## src/rtl/cjb_alu_defs.sv

```systemverilog
// -----------------------------------------------------------------------------
// cjb_alu_defs
// Shared definitions for the ALU arbiter and the 8-bit ALU.
//   - unit-select codes carried in Func_Sel[3:2]
//   - bit positions of the packed {C,N,V,Z} flag nibble
//   - arbiter FSM state encoding
//   - latched operation record used by the arbiter
// -----------------------------------------------------------------------------
package cjb_alu_defs;

   // Func_Sel[3:2] unit codes
   localparam logic [1:0] UNIT_ARITH = 2'b00;
   localparam logic [1:0] UNIT_LOGIC = 2'b01;
   localparam logic [1:0] UNIT_SR    = 2'b10;
   localparam logic [1:0] UNIT_CONST = 2'b11;

   // Bit positions inside a CNVZ nibble
   localparam int FLAG_C = 3;
   localparam int FLAG_N = 2;
   localparam int FLAG_V = 1;
   localparam int FLAG_Z = 0;

   // Arbiter FSM states
   typedef enum logic [1:0] {
      ST_IDLE = 2'b00,
      ST_EXEC = 2'b01,
      ST_RESP = 2'b10
   } arb_state_t;

   // One requester's operation as captured at grant time
   typedef struct packed {
      logic [3:0] func_sel;
      logic [7:0] x;
      logic [7:0] y;
      logic [1:0] k;
      logic       set_flags;
   } op_t;

   // Pack flags into the {C,N,V,Z} nibble; N and Z come from the result.
   function automatic logic [3:0] pack_cnvz(input logic c, input logic v,
                                            input logic [7:0] res);
      logic [3:0] f;
      f         = 4'b0000;
      f[FLAG_C] = c;
      f[FLAG_N] = res[7];
      f[FLAG_V] = v;
      f[FLAG_Z] = (res == 8'h00);
      return f;
   endfunction

endpackage

```

## src/rtl/cjb_8bit_alu_struc_v.sv

```systemverilog
// -----------------------------------------------------------------------------
// cjb_8bit_alu_struc_v
// Purely combinational 8-bit ALU shared by the arbiter.
// Ports:
//   i_func_sel [3:0] : [3:2] unit, [1:0] operation within the unit
//   i_x, i_y   [7:0] : operands
//   i_k        [1:0] : constant field for the const unit
//   i_cin            : carry in (ADC and rotate-through-carry only)
//   o_result   [7:0] : result
//   o_cnvz     [3:0] : {C,N,V,Z}
// Operation table:
//   arith : 00 X+Y, 01 X+Y+cin, 10 X-Y (C = no borrow), 11 X+1
//   logic : 00 AND, 01 OR, 10 XOR, 11 NOT X              (C=V=0)
//   sr    : 00 SHL, 01 SHR, 10 ROL thru C, 11 ROR thru C (C = bit out, V=0)
//   const : 00 zext(K), 01 sext(K), 10 Y, 11 X           (C=V=0)
// -----------------------------------------------------------------------------
module cjb_8bit_alu_struc_v
   import cjb_alu_defs::*;
(
   input  logic [3:0] i_func_sel,
   input  logic [7:0] i_x,
   input  logic [7:0] i_y,
   input  logic [1:0] i_k,
   input  logic       i_cin,
   output logic [7:0] o_result,
   output logic [3:0] o_cnvz
);

   logic [7:0] w_b;
   logic       w_ci;
   logic [8:0] w_sum;
   logic [7:0] w_res;
   logic       w_c;
   logic       w_v;

   // Adder operand selection; subtraction is X + ~Y + 1.
   always_comb begin
      w_b  = i_y;
      w_ci = 1'b0;
      case (i_func_sel[1:0])
         2'b00:   begin w_b = i_y;   w_ci = 1'b0;  end
         2'b01:   begin w_b = i_y;   w_ci = i_cin; end
         2'b10:   begin w_b = ~i_y;  w_ci = 1'b1;  end
         default: begin w_b = 8'h01; w_ci = 1'b0;  end
      endcase
   end

   assign w_sum = {1'b0, i_x} + {1'b0, w_b} + {8'h00, w_ci};

   always_comb begin
      w_res = 8'h00;
      w_c   = 1'b0;
      w_v   = 1'b0;
      case (i_func_sel[3:2])
         UNIT_ARITH: begin
            w_res = w_sum[7:0];
            w_c   = w_sum[8];
            // Signed overflow: like-signed inputs giving an unlike-signed sum
            w_v   = (i_x[7] == w_b[7]) && (w_sum[7] != i_x[7]);
         end
         UNIT_LOGIC: begin
            case (i_func_sel[1:0])
               2'b00:   w_res = i_x & i_y;
               2'b01:   w_res = i_x | i_y;
               2'b10:   w_res = i_x ^ i_y;
               default: w_res = ~i_x;
            endcase
         end
         UNIT_SR: begin
            case (i_func_sel[1:0])
               2'b00:   begin w_res = {i_x[6:0], 1'b0};  w_c = i_x[7]; end
               2'b01:   begin w_res = {1'b0, i_x[7:1]};  w_c = i_x[0]; end
               2'b10:   begin w_res = {i_x[6:0], i_cin}; w_c = i_x[7]; end
               default: begin w_res = {i_cin, i_x[7:1]}; w_c = i_x[0]; end
            endcase
         end
         default: begin
            case (i_func_sel[1:0])
               2'b00:   w_res = {6'b000000, i_k};
               2'b01:   w_res = {{6{i_k[1]}}, i_k};
               2'b10:   w_res = i_y;
               default: w_res = i_x;
            endcase
         end
      endcase
   end

   assign o_result = w_res;
   assign o_cnvz   = pack_cnvz(w_c, w_v, w_res);

endmodule

```

## src/rtl/cjb_alu_arbiter_v.sv

```systemverilog
// -----------------------------------------------------------------------------
// cjb_alu_arbiter_v
// Round-robin arbiter/sequencer giving two requesters access to one 8-bit ALU.
// A granted request has its operands latched, runs for one cycle on the ALU,
// and is answered by a one-cycle Ack with the registered result and flags.
// The block owns the CNVZ status register whose C bit is the ALU carry-in.
// Ports:
//   Clock, Reset          : clock, synchronous active-high reset
//   Req[1:0]              : per-requester request, held until its Ack
//   Func_Sel0/1, Operand_X0/Y0/X1/Y1, Const_K0/1, Set_Flags0/1 : operations
//   Ack[1:0]              : one-hot completion pulse
//   Result, Result_CNVZ   : registered result/flags, valid with Ack
//   Status_CNVZ           : architectural flag register
//   Busy                  : high whenever the FSM is not IDLE
// Timing: grant edge n, result captured at n+1, Ack high between n+2 and n+3.
// -----------------------------------------------------------------------------
module cjb_alu_arbiter_v
   import cjb_alu_defs::*;
#(
   parameter logic [3:0] RESET_FLAGS = 4'b0000
)(
   input  logic       Clock,
   input  logic       Reset,
   input  logic [1:0] Req,
   input  logic [3:0] Func_Sel0,
   input  logic [3:0] Func_Sel1,
   input  logic [7:0] Operand_X0,
   input  logic [7:0] Operand_Y0,
   input  logic [7:0] Operand_X1,
   input  logic [7:0] Operand_Y1,
   input  logic [1:0] Const_K0,
   input  logic [1:0] Const_K1,
   input  logic       Set_Flags0,
   input  logic       Set_Flags1,
   output logic [1:0] Ack,
   output logic [7:0] Result,
   output logic [3:0] Result_CNVZ,
   output logic [3:0] Status_CNVZ,
   output logic       Busy
);

   arb_state_t r_state;
   arb_state_t w_state_next;

   op_t        r_op;
   logic       r_owner;
   logic       r_last;
   logic [1:0] r_ack;
   logic [7:0] r_result;
   logic [3:0] r_result_cnvz;
   logic [3:0] r_status;

   // Per-requester views of the input buses
   logic [3:0] w_func [2];
   logic [7:0] w_x    [2];
   logic [7:0] w_y    [2];
   logic [1:0] w_k    [2];
   logic       w_sf   [2];
   op_t        w_req_op [2];

   logic       w_winner;
   logic       w_grant;
   logic       w_exec;
   logic       w_resp;
   logic [1:0] w_ack_next;
   logic       w_busy;

   logic [7:0] w_alu_result;
   logic [3:0] w_alu_cnvz;

   assign w_func[0] = Func_Sel0;   assign w_func[1] = Func_Sel1;
   assign w_x[0]    = Operand_X0;  assign w_x[1]    = Operand_X1;
   assign w_y[0]    = Operand_Y0;  assign w_y[1]    = Operand_Y1;
   assign w_k[0]    = Const_K0;    assign w_k[1]    = Const_K1;
   assign w_sf[0]   = Set_Flags0;  assign w_sf[1]   = Set_Flags1;

   genvar gi;
   generate
      for (gi = 0; gi < 2; gi++) begin : g_req
         assign w_req_op[gi] = '{func_sel:  w_func[gi],
                                 x:         w_x[gi],
                                 y:         w_y[gi],
                                 k:         w_k[gi],
                                 set_flags: w_sf[gi]};
      end
   endgenerate

   // Winner: a lone requester wins; on a tie the one not served last wins.
   always_comb begin
      case (Req)
         2'b01:   w_winner = 1'b0;
         2'b10:   w_winner = 1'b1;
         2'b11:   w_winner = ~r_last;
         default: w_winner = 1'b0;
      endcase
   end

   // ---------------- FSM: state register ----------------
   always_ff @(posedge Clock) begin
      if (Reset) r_state <= ST_IDLE;
      else       r_state <= w_state_next;
   end

   // ---------------- FSM: next state ----------------
   always_comb begin
      w_state_next = r_state;
      case (r_state)
         ST_IDLE: if (Req != 2'b00) w_state_next = ST_EXEC;
         ST_EXEC: w_state_next = ST_RESP;
         ST_RESP: w_state_next = ST_IDLE;
         default: w_state_next = ST_IDLE;
      endcase
   end

   // ---------------- FSM: outputs / enables ----------------
   always_comb begin
      w_grant    = 1'b0;
      w_exec     = 1'b0;
      w_resp     = 1'b0;
      w_ack_next = 2'b00;
      w_busy     = 1'b1;
      case (r_state)
         ST_IDLE: begin
            w_busy  = 1'b0;
            w_grant = (Req != 2'b00);
         end
         ST_EXEC: w_exec = 1'b1;
         ST_RESP: begin
            w_resp     = 1'b1;
            w_ack_next = r_owner ? 2'b10 : 2'b01;
         end
         default: w_busy = 1'b0;
      endcase
   end

   // The ALU only ever sees the latched operation, so requester input
   // changes after the grant cannot disturb the in-flight result.
   cjb_8bit_alu_struc_v u_alu (
      .i_func_sel (r_op.func_sel),
      .i_x        (r_op.x),
      .i_y        (r_op.y),
      .i_k        (r_op.k),
      .i_cin      (r_status[FLAG_C]),
      .o_result   (w_alu_result),
      .o_cnvz     (w_alu_cnvz)
   );

   // Datapath registers. Ack is registered on the RESP->IDLE edge so it
   // lands one cycle after RESP and has no path from the inputs.
   always_ff @(posedge Clock) begin
      if (Reset) begin
         r_op          <= '0;
         r_owner       <= 1'b0;
         r_last        <= 1'b1;
         r_ack         <= 2'b00;
         r_result      <= 8'h00;
         r_result_cnvz <= 4'h0;
         r_status      <= RESET_FLAGS;
      end else begin
         r_ack <= w_ack_next;
         if (w_grant) begin
            r_op    <= w_req_op[w_winner];
            r_owner <= w_winner;
         end
         if (w_exec) begin
            r_result      <= w_alu_result;
            r_result_cnvz <= w_alu_cnvz;
            if (r_op.set_flags) r_status <= w_alu_cnvz;
         end
         if (w_resp) r_last <= r_owner;
      end
   end

   assign Ack         = r_ack;
   assign Result      = r_result;
   assign Result_CNVZ = r_result_cnvz;
   assign Status_CNVZ = r_status;
   assign Busy        = w_busy;

endmodule

```

## config.mk

```make
export PLATFORM = sky130hd
export DESIGN_NAME = cjb_alu_arbiter_v
export DESIGN_NICKNAME = d
export VERILOG_FILES = /design/src/rtl/cjb_alu_defs.sv /design/src/rtl/cjb_8bit_alu_struc_v.sv /design/src/rtl/cjb_alu_arbiter_v.sv
export SDC_FILE = /design/constraint.sdc
export NUM_CORES = 1
export LEC_CHECK = 0
export BUFFER_PORTS_ARGS = -buffer_cell sky130_fd_sc_hd__buf_2
export CAP_MARGIN = 20
export CORE_ASPECT_RATIO = 1.75
export CORE_MARGIN = 8
export CORE_UTILIZATION = 40
export CTS_BUF_LIST = sky130_fd_sc_hd__clkbuf_2
export DETAILED_ROUTE_END_ITERATION = 16
export GPL_ROUTABILITY_DRIVEN = 0
export GPL_TIMING_DRIVEN = 0
export PLACE_DENSITY_LB_ADDON = 0.12
export REMOVE_ABC_BUFFERS = 1
export SKIP_CTS_REPAIR_TIMING = 1
export SKIP_LAST_GASP = 1
export SYNTH_ARGS = -nofsm -noshare
export SYNTH_HDL_FRONTEND = slang
export SYNTH_SLANG_ARGS = --single-unit
```

## constraint.sdc

```tcl
create_clock -name Clock -period 8.35 [get_ports Clock]
set_clock_uncertainty 0.2 [all_clocks]
set_input_delay 1.2525 -clock Clock [delete_from_list [all_inputs] [get_ports Clock]]
set_output_delay 1.2525 -clock Clock [all_outputs]
set_load 0.02 [all_outputs]
```

==> results.json, run 1 <==
{
  "worstSetupPathType": "reg2reg",
  "grt_max_degree": 48,
  "maxSlewHeadroom_pct": 37.9,
  "io_buffers": 68,
  "syn_inst": 406,
  "drv_slew": 0,
  "arrival_ns": 5.25,
  "cts_sinks": 44,
  "fin_crit_sh_pct": 60.9,
  "drt_iter0_markers": 187,
  "antenna_found_initial": 0,
  "post-dp-hpwl_mm": 6.78,
  "final_common_cell": "buf_2",
  "ys_ff_latch": 44,
  "cts_buffers": 5,
  "io-pin-count": 69,
  "regArea_um2": 881,
  "path_cells": "inv_1 -> ha_1 -> nor2_1 -> a21oi_1 -> or2_2 -> fa_1 -> fa_1 -> a21o_1 -> a211oi_1 -> nor2_1 -> a2111oi_0 -> nand4_2 -> o32ai_2",
  "fin_setup_tns_ns": 0,
  "cts_tree": "yes",
  "drt-pass1-iter-count": 4,
  "cpPeakStageDelay_ns": 0.79,
  "fmax_ghz": 0.197,
  "synth_area_leaders": "dfxtp_1 (26%), ha_1 (12%), mux2i_1 (9.7%)",
  "yosysTopAreaCellShare_pct": 25.9,
  "grt_pass1_wl_mm": 14.2,
  "synth_area_per_cell_um2": 8.36,
  "fin_crit_ns": 5.08,
  "clk_latency_ns": 0.45,
  "clk_pin_slew_ns": 0.25,
  "max_cap_violations": 0,
  "hold_violations": 0,
  "die_h_um": 138,
  "vias_per_cell": 5.56,
  "synthToLayoutAreaGrowth_pct": 11.9,
  "synth_edf_count": 0,
  "cp-end-kind": "flip-flop",
  "syn_area_um2": 3400,
  "wirelength_mm": 8.49,
  "rsz0062_at_grt": "no",
  "n_antenna_cell": 0,
  "synthDistinctLibCells": 62,
  "htree_levels": 2,
  "final_util_pct": 46.0,
  "p_per_area_nw_per_um2": 184,
  "final-setup-viol-count": 0,
  "dr_total_vias": 3035,
  "layout-drive-gt1-share_pct": 20.3,
  "cp.required_ns": 8.51,
  "grt_pass1_vias": 3118,
  "path_max_fanout": 14,
  "yosys_warnings": 0,
  "wl_per_cell_um": 15.5,
  "drt.antenna.violating_nets": 0,
  "status": "finished, final reports clean",
  "cpMaxStageDelayCell": "dfxtp_1",
  "seq_area_frac_synth_pct": 25.9,
  "grt.overflow.total": 0,
  "core_region_area_um2": 8260,
  "async_flop_share_pct": 0,
  "clk_path_buf_depth": 2,
  "die_w_um": 85.7,
  "p_leak_nw": 1.64,
  "synth_largest_area_cell": "dfxtp_1",
  "initial_utilization_pct": 41.1,
  "grt_use_total_pct": 14.9,
  "drc": 0,
  "root_buffer": "clkbuf_2",
  "crit_path_start_kind": "flip-flop",
  "multi_input_area_um2": 2270,
  "hp-class": "reg2reg",
  "fill_cells": 857,
  "synth_ff_type": "dfxtp_1",
  "final_cell_mix": "buf_2 (68), nor2_1 (51), dfxtp_1 (44), a211oi_1 (35)",
  "dieArea_um2": 11800,
  "num_rows": 44,
  "irDropWorstVdd_mv": 0.0854,
  "nets": 538,
  "tightest_slew_ns": 0.929
}
## worst paths after layout
path	start	to	slack, ns	depth (start not counted)
worst max-delay path	r_op[19]$_SDFFE_PP0P_	Result_CNVZ[0]$_SDFFE_PP0N_	3.27	13
worst max register to register	r_op[19]$_SDFFE_PP0P_	Result_CNVZ[0]$_SDFFE_PP0N_	3.27	13
worst min-delay path	Status_CNVZ[1]$_SDFFE_PP0P_	Status_CNVZ[1]$_SDFFE_PP0P_	0.27	2
worst min register to register	Status_CNVZ[1]$_SDFFE_PP0P_	Status_CNVZ[1]$_SDFFE_PP0P_	0.27	2
## where the power goes
| group | leakage [nW] | switching [mW] | internal, mW |
|---|---|---|---|
| Sequential | 0.363 | 0.0355 | 0.234 |
| Clock | 0.0390 | 0.0743 | 0.0499 |
| Combinational | 1.24 | 0.176 | 0.131 |
## sequential cells by signal, summed over array words and instances, names as in the netlist
| register | flops |
|---|---|
| r_owner | 1 |
| r_last | 1 |
| Result | 7 |
| Ack | 2 |
| Status_CNVZ | 4 |
| r_state | 2 |
| r_op | 23 |
| Result_CNVZ | 4 |
## cells by family (layout without fill, tap and decap cells)
kind of cell	Yosys count	count (layout)	synth area share, %
AOI/OAI and AO/OA	122	122	26.1
and+or+nand+nor	110	110	15.1
buffers and inverters	56	104	7.81
DFF	44	44	25.9
adders and majority gates	35	35	13.3
muxes	34	34	10.4
xor gates and xnor gates	5	5	1.29
## routing by layer
metal | up-vias | routed length [um] | GRT usage, %
met5 | - | 0 | 0
met4 | 0 | 229 | 6.67
met3 | 17 | 368 | 2.91
met2 | 70 | 4540 | 28.5
met1 | 1387 | 3350 | 15.1
li1 | 1561 | - | -
## critical path: cells and delay by family (launching register included)
family / cells / cell delay (ns)
AOI/OAI and AO/OA: 5 / 1.29
and+or+nand+nor: 4 / 1.20
DFF: 1 / 0.79
adders and majority gates: 3 / 1.33
buffers and inverters: 1 / 0.18
## area by class of cell
class                   instances  share of cell area [%]
clock buffers                   5                   0.658
clock inverters                 3                    1.12
inverters                      27                    2.67
multi-input cells             306                    59.7
flip-flops and latches         44                    23.2
well taps                      92                    3.03
repair buffers                 69                    9.68
## stage by stage
stage	cells	setup slack [ns]	area (um2)	hold slack [ns]	total power [mW]
3_3_place_gp	537	2.73	3690	0.247	0.577
3_5_place_dp	538	3.34	3730	0.254	0.584
5_1_grt	546	2.99	3800	0.294	0.760
2_1_floorplan	377	3.76	3230	0.233	0.495
6_report	546	3.27	3800	0.272	0.701
4_1_cts	546	3.25	3800	0.280	0.712
## cell usage after synthesis (all sizes together) (3+ instances only)
cell type / instances
xnor2: 3
inv: 27
nor3b: 3
nor2b: 5
dfxtp: 44
mux2i: 33
a211oi: 35
nand3: 3
nand2b: 7
a22oi: 5
clkbuf: 13
or2: 3
a221oi: 5
nand2: 24
buf: 16
ha: 33
o21ai: 12
nor3: 5
a21oi: 31
o211ai: 5
nor2: 51
a21o: 3
Note: power is estimated with default switching activity, not from simulation.
==> inputs of run 2 (changes only) <==
- ABC_AREA: not set -> 1
- clock period: 8.35 -> 4.95 ns (I/O delays scaled with it)
==> run 2 against run 1 <==
Effect of this change:
- clock-buffer cell count grew 1
- sequential power grew 66%
- register-to-register slack lost 2.5 ns
- setup slack lost 2.5 ns
- final cell count grew 19%
- power grew 67%
- final area shrank 3.5%
- non-clock buffer count is the same
- critical endpoint is now Status_CNVZ[3]$_SDFFE_PP0P_
- largest power group unchanged
==> results.json, run 2 <==
{
  "die_w_um": 84.1,
  "cp_num_cells": 16,
  "fill_cells": 877,
  "cp-end-kind": "flip-flop",
  "p_per_area_nw_per_um2": 320,
  "regArea_um2": 881,
  "irDropWorstVdd_mv": 0.132,
  "synth_largest_area_cell": "dfxtp_1",
  "maxSlewHeadroom_pct": 40.1,
  "critPathBufInv": 2,
  "p_leak_nw": 1.86,
  "layout-drive-gt1-share_pct": 15.1,
  "cts_sinks": 44,
  "async_flop_share_pct": 0,
  "root_buffer": "clkbuf_2",
  "n_antenna_cell": 0,
  "synth_most_common_cell": "nand2_1",
  "crit_path_start_kind": "flip-flop",
  "io_buffers": 68,
  "synth_edf_count": 0,
  "hold_violations": 0,
  "critPathTopFamily": "adder cells",
  "grt.overflow.total": 0,
  "p_int_mw": 0.669,
  "largest_register": "r_op",
  "drv_slew": 0,
  "p_total_mw": 1.17,
  "grt_use_total_pct": 16.0,
  "synth_area_leaders": "dfxtp_1 (27%), nand2_1 (16%), ha_1 (13%)",
  "seqPwrFrac_pct": 38.1,
  "hold_path.startpoint": "r_owner$_SDFFE_PP0P_",
  "switchingPower_mw": 0.505,
  "drt_iter0_markers": 181,
  "num_rows": 43,
  "grt_pass1_vias": 3362,
  "clk_path_buf_depth": 2,
  "syn_inst": 503,
  "initial_utilization_pct": 41.0,
  "synth_ff_type": "dfxtp_1",
  "endpoint": "Status_CNVZ[3]$_SDFFE_PP0P_",
  "yosys_warnings": 0,
  "p_clk_share_pct": 18.1,
  "synth_commonest_cells": "nand2_1 (134), o21ai_0 (68), inv_1 (54), dfxtp_1 (44), nor2_1 (38)",
  "yosysTopAreaCellShare_pct": 27.2,
  "drt.antenna.violating_nets": 0,
  "largest_reg_flops": 23,
  "vias_per_cell": 5.21,
  "grt_max_degree": 47,
  "htree_levels": 2,
  "r2r_end": "Status_CNVZ[3]$_SDFFE_PP0P_",
  "nets": 642,
  "cpMaxStageDelayCell": "dfxtp_1",
  "p_comb_share_pct": 43.8,
  "final_common_cell": "nand2_1",
  "path_cells": "inv_2 -> ha_1 -> nor2_1 -> o21ai_0 -> fa_1 -> fa_1 -> nand2_1 -> nand3_1 -> nand3_1 -> nand2_1 -> nand2_1 -> a21oi_1 -> o21ai_0 -> nand2_1 -> o21ai_0 -> inv_1",
  "cpPeakStageDelay_ns": 0.68,
  "tightest_slew_ns": 0.898,
  "hp-class": "reg2reg",
  "r2r_cells": 16,
  "drc": 0,
  "drt-pass1-iter-count": 4,
  "antenna_found_initial": 0,
  "syn_area_um2": 3240,
  "die_h_um": 135,
  "dr_total_vias": 3379,
  "wirelength_mm": 8.97,
  "cts_tree": "yes",
  "cts_buffers": 5,
  "final-setup-viol-count": 0,
  "grt_pass1_wl_mm": 15.3,
  "fmax_ghz": 0.238,
  "multi_input_area_um2": 2030,
  "wl_per_cell_um": 13.8,
  "synthToLayoutAreaGrowth_pct": 13.2,
  "final_cell_mix": "nand2_1 (134), o21ai_0 (68), buf_2 (68), inv_1 (54), dfxtp_1 (44)",
  "status": "finished, final reports clean",
  "clk_pin_slew_ns": 0.23,
  "fin_crit_sh_pct": 85.0,
  "synth_area_per_cell_um2": 6.45,
  "rr_startpoint": "r_op[19]$_SDFFE_PP0P_",
  "seq_area_frac_synth_pct": 27.2,
  "arrival_ns": 4.39,
  "post-dp-hpwl_mm": 6.97,
  "io-pin-count": 69,
  "fin_crit_ns": 4.21,
  "r2r_setup_slack_ns": 0.74,
  "fin_setup_tns_ns": 0,
  "worstSetupPathType": "reg2reg",
  "synthDistinctLibCells": 27,
  "dieArea_um2": 11400,
  "max_cap_violations": 0,
  "ys_ff_latch": 44,
  "switching_share_pct": 43.0,
  "path_max_fanout": 14,
  "cp.required_ns": 5.14,
  "crit_top_cell": "nand2_1",
  "core_region_area_um2": 7910,
  "clk_latency_ns": 0.45,
  "startpoint": "r_op[19]$_SDFFE_PP0P_",
  "rsz0062_at_grt": "no"
}
==> run 2: changes by cell type in the layout (fill, tap and decap cells not counted), sizes merged, moves of 21 or more <==
cell and change:
mux2i -33, o21ai +57, nand2 +110, inv +30, a31oi +21, nand3 +26, a211oi -35
==> run 2: cell type report <==
cell class	instances	area share (%)
Clock buffer	6	0.818
Clock inverter	2	0.955
Inverter	58	5.93
Multi-Input combinational cell	379	55.4
Sequential cell	44	24.0
Tap cell	90	3.07
Timing Repair Buffer	69	9.82
==> run 2: per-layer routing <==
metal | share of wire (%) | vias up | track usage, %
li1 | - | 1764 | -
met1 | 40 | 1508 | 16.5
met2 | 52 | 85 | 29.5
met3 | 4.3 | 22 | 3.56
met4 | 3.4 | 0 | 7.63
met5 | 0 | - | 0
==> run 2: how the worst min path moves through the flow <==
| stage | end | slack [ns] | cells past startpoint |
|---|---|---|---|
| floorplan | Ack[1]$_SDFF_PP0_ | 0.22 | 2 |
| global placement | Ack[1]$_SDFF_PP0_ | 0.24 | 2 |
| detailed placement | Ack[1]$_SDFF_PP0_ | 0.24 | 2 |
| CTS | Ack[1]$_SDFF_PP0_ | 0.27 | 2 |
| global route | Ack[1]$_SDFF_PP0_ | 0.29 | 2 |
| finish | Ack[1]$_SDFF_PP0_ | 0.27 | 2 |
==> run 2: logic make-up (layout without fill, tap and decap cells) <==
kind of cell | count (synthesis) | count (layout) | synth area share, %
AOI/OAI and AO/OA | 135 | 135 | 22.5
xor gates and xnor gates | 1 | 1 | 0.270
adders and majority gates | 35 | 35 | 14.0
buffers and inverters | 80 | 135 | 10.1
DFF | 44 | 44 | 27.2
and+or+nand+nor | 208 | 208 | 26.0
==> run 2: power groups by stage <==
stage	Combinational (mW)	Clock, mW	Sequential, mW
finish	0.514	0.213	0.447
global route	0.591	0.232	0.455
CTS	0.509	0.218	0.448
detailed placement	0.506	0	0.455
global placement	0.496	0	0.454
floorplan	0.343	0	0.463
==> run 2: worst min-delay path, cell delays in order, from the launching register on <==
cell	delay, ns
dfxtp_1	0.38
inv_1	0.05
nor2_1	0.03
==> run 2: per-stage QoR <==
stage	cells	setup slack (ns)	hold WS [ns]	util (%)	instance area [um2]
final	648	0.744	0.271	46.4	3670
after global routing	648	0.356	0.287	46.4	3670
after CTS	647	0.725	0.268	46.1	3650
after detailed placement	639	0.761	0.243	45.3	3580
after global placement	639	0.726	0.235	45.3	3580
after floorplan	481	1.63	0.223	-	3130
==> inputs of run 3 (changes only) <==
- clock period: 4.95 -> 4 ns (I/O delays scaled with it)
==> run 3 against run 2 <==
Effect of this change:
- clock-buffer cell count unchanged
- global-route usage unchanged
- final area increased by 0.37%
- largest power group unchanged
==> results.json, run 3 (synthesized netlist as in run 2, its figures left out) <==
{
  "final_common_cell": "nand2_1",
  "arrival_ns": 3.75,
  "holdWs_ns": 0.192,
  "die_h_um": 135,
  "layout-drive-gt1-share_pct": 15.6,
  "max_cap_violations": 0,
  "seqPwrFrac_pct": 38.1,
  "htree_levels": 2,
  "largest_reg_flops": 23,
  "path_max_fanout": 14,
  "nets": 642,
  "critPathBufInv": 2,
  "cpMaxStageDelayCell": "fa_1",
  "fin_cells": 648,
  "p_leak_nw": 1.86,
  "grt_pass1_vias": 3362,
  "drv_slew": 0,
  "cts_tree": "yes",
  "n_antenna_cell": 0,
  "fin_crit_ns": 3.58,
  "final_cell_mix": "nand2_1 (134), o21ai_0 (68), buf_2 (68), inv_1 (54), dfxtp_1 (43)",
  "tightest_slew_ns": 0.907,
  "p_int_mw": 0.831,
  "fin_crit_sh_pct": 89.4,
  "crit_path_start_kind": "flip-flop",
  "antenna_found_initial": 0,
  "wl_per_cell_um": 13.9,
  "dr_total_vias": 3369,
  "worstSetupPathType": "reg2reg",
  "cpPeakStageDelay_ns": 0.49,
  "p_per_area_nw_per_um2": 395,
  "cp.required_ns": 4.17,
  "p_comb_share_pct": 44.1,
  "crit_top_cell": "nand2_1",
  "die_w_um": 84.1,
  "num_rows": 43,
  "core_region_area_um2": 7910,
  "final-setup-viol-count": 0,
  "synthToLayoutAreaGrowth_pct": 13.6,
  "rsz0062_at_grt": "no",
  "p_clk_share_pct": 17.9,
  "clk_pin_slew_ns": 0.23,
  "drc": 0,
  "dieArea_um2": 11400,
  "cp-end-kind": "flip-flop",
  "root_buffer": "clkbuf_2",
  "final_util_pct": 46.6,
  "initial_utilization_pct": 41.0,
  "drt_iter0_markers": 161,
  "dpl.cell_count": 639,
  "grt_use_total_pct": 16.0,
  "switchingPower_mw": 0.625,
  "maxSlewHeadroom_pct": 39.5,
  "clk_latency_ns": 0.44,
  "grt_max_degree": 47,
  "vias_per_cell": 5.20,
  "grt_pass1_wl_mm": 15.3,
  "irDropWorstVdd_mv": 0.164,
  "io-pin-count": 69,
  "switching_share_pct": 42.9,
  "status": "finished, final reports clean",
  "fmax_ghz": 0.280,
  "path_cells": "inv_2 -> ha_1 -> nor2_4 -> o21ai_0 -> fa_1 -> fa_1 -> nand2_1 -> nand3_1 -> nand3_1 -> nand2_1 -> nand2_1 -> a21oi_1 -> o21ai_0 -> nand2_1 -> o21ai_0 -> inv_1",
  "io_buffers": 68,
  "critPathTopFamily": "adder cells",
  "post-dp-hpwl_mm": 6.97,
  "wirelength_mm": 9.00,
  "hp-class": "in2reg",
  "drt-pass1-iter-count": 4,
  "p_total_mw": 1.46,
  "cts_sinks": 44,
  "drt.antenna.violating_nets": 0,
  "hold_violations": 0,
  "clk_path_buf_depth": 2,
  "grt.overflow.total": 0,
  "cts_buffers": 5,
  "largest_register": "r_op"
}
## run 3: worst min-delay path, cell delays in order
cell     delay (ns)
buf_2          0.09
nand2_1        0.05
a31oi_1        0.07
## run 3: final cells by class
cell class | count | area (um2)
fillers | 874 | 4230
inverters | 58 | 218
flip-flops and latches | 44 | 885
multi-input cells | 379 | 2040
clock inverters | 2 | 35.0
clock buffers | 6 | 30.0
repair buffers | 69 | 360
well taps | 90 | 113
## run 3: final timing paths
check	start	to	slack (ns)	cells after the start
hold reg to reg	r_owner$_SDFFE_PP0P_	Ack[1]$_SDFF_PP0_	0.27	2
hold / removal	Operand_X1[3]	r_op[14]$_SDFFE_PP0P_	0.19	3
setup / recovery	r_op[19]$_SDFFE_PP0P_	Status_CNVZ[3]$_SDFFE_PP0P_	0.42	16
setup reg to reg	r_op[19]$_SDFFE_PP0P_	Status_CNVZ[3]$_SDFFE_PP0P_	0.42	16
## run 3: power groups by stage
stage | combinational [mW] | sequential, mW | clock (mW)
after floorplan | 0.424 | 0.573 | 0
after global placement | 0.613 | 0.562 | 0
after detailed placement | 0.626 | 0.563 | 0
after CTS | 0.630 | 0.554 | 0.270
after global routing | 0.735 | 0.564 | 0.287
final | 0.642 | 0.554 | 0.260
## run 3: metal layers
metal,track usage [%],vias up,wire (um)
met5,0,-,0
met4,7.63,0,283
met3,3.56,17,341
met2,29.5,66,4750
met1,16.5,1523,3620
li1,-,1763,-
## run 3: stage by stage
step	setup WS (ns)	area, um2	TNS [ns]
after floorplan	0.681	3130	0
after global placement	-0.224	3580	-0.947
after detailed placement	-0.189	3580	-0.732
after CTS	-0.225	3650	-0.912
after global routing	0.0951	3680	0
final	0.422	3680	0
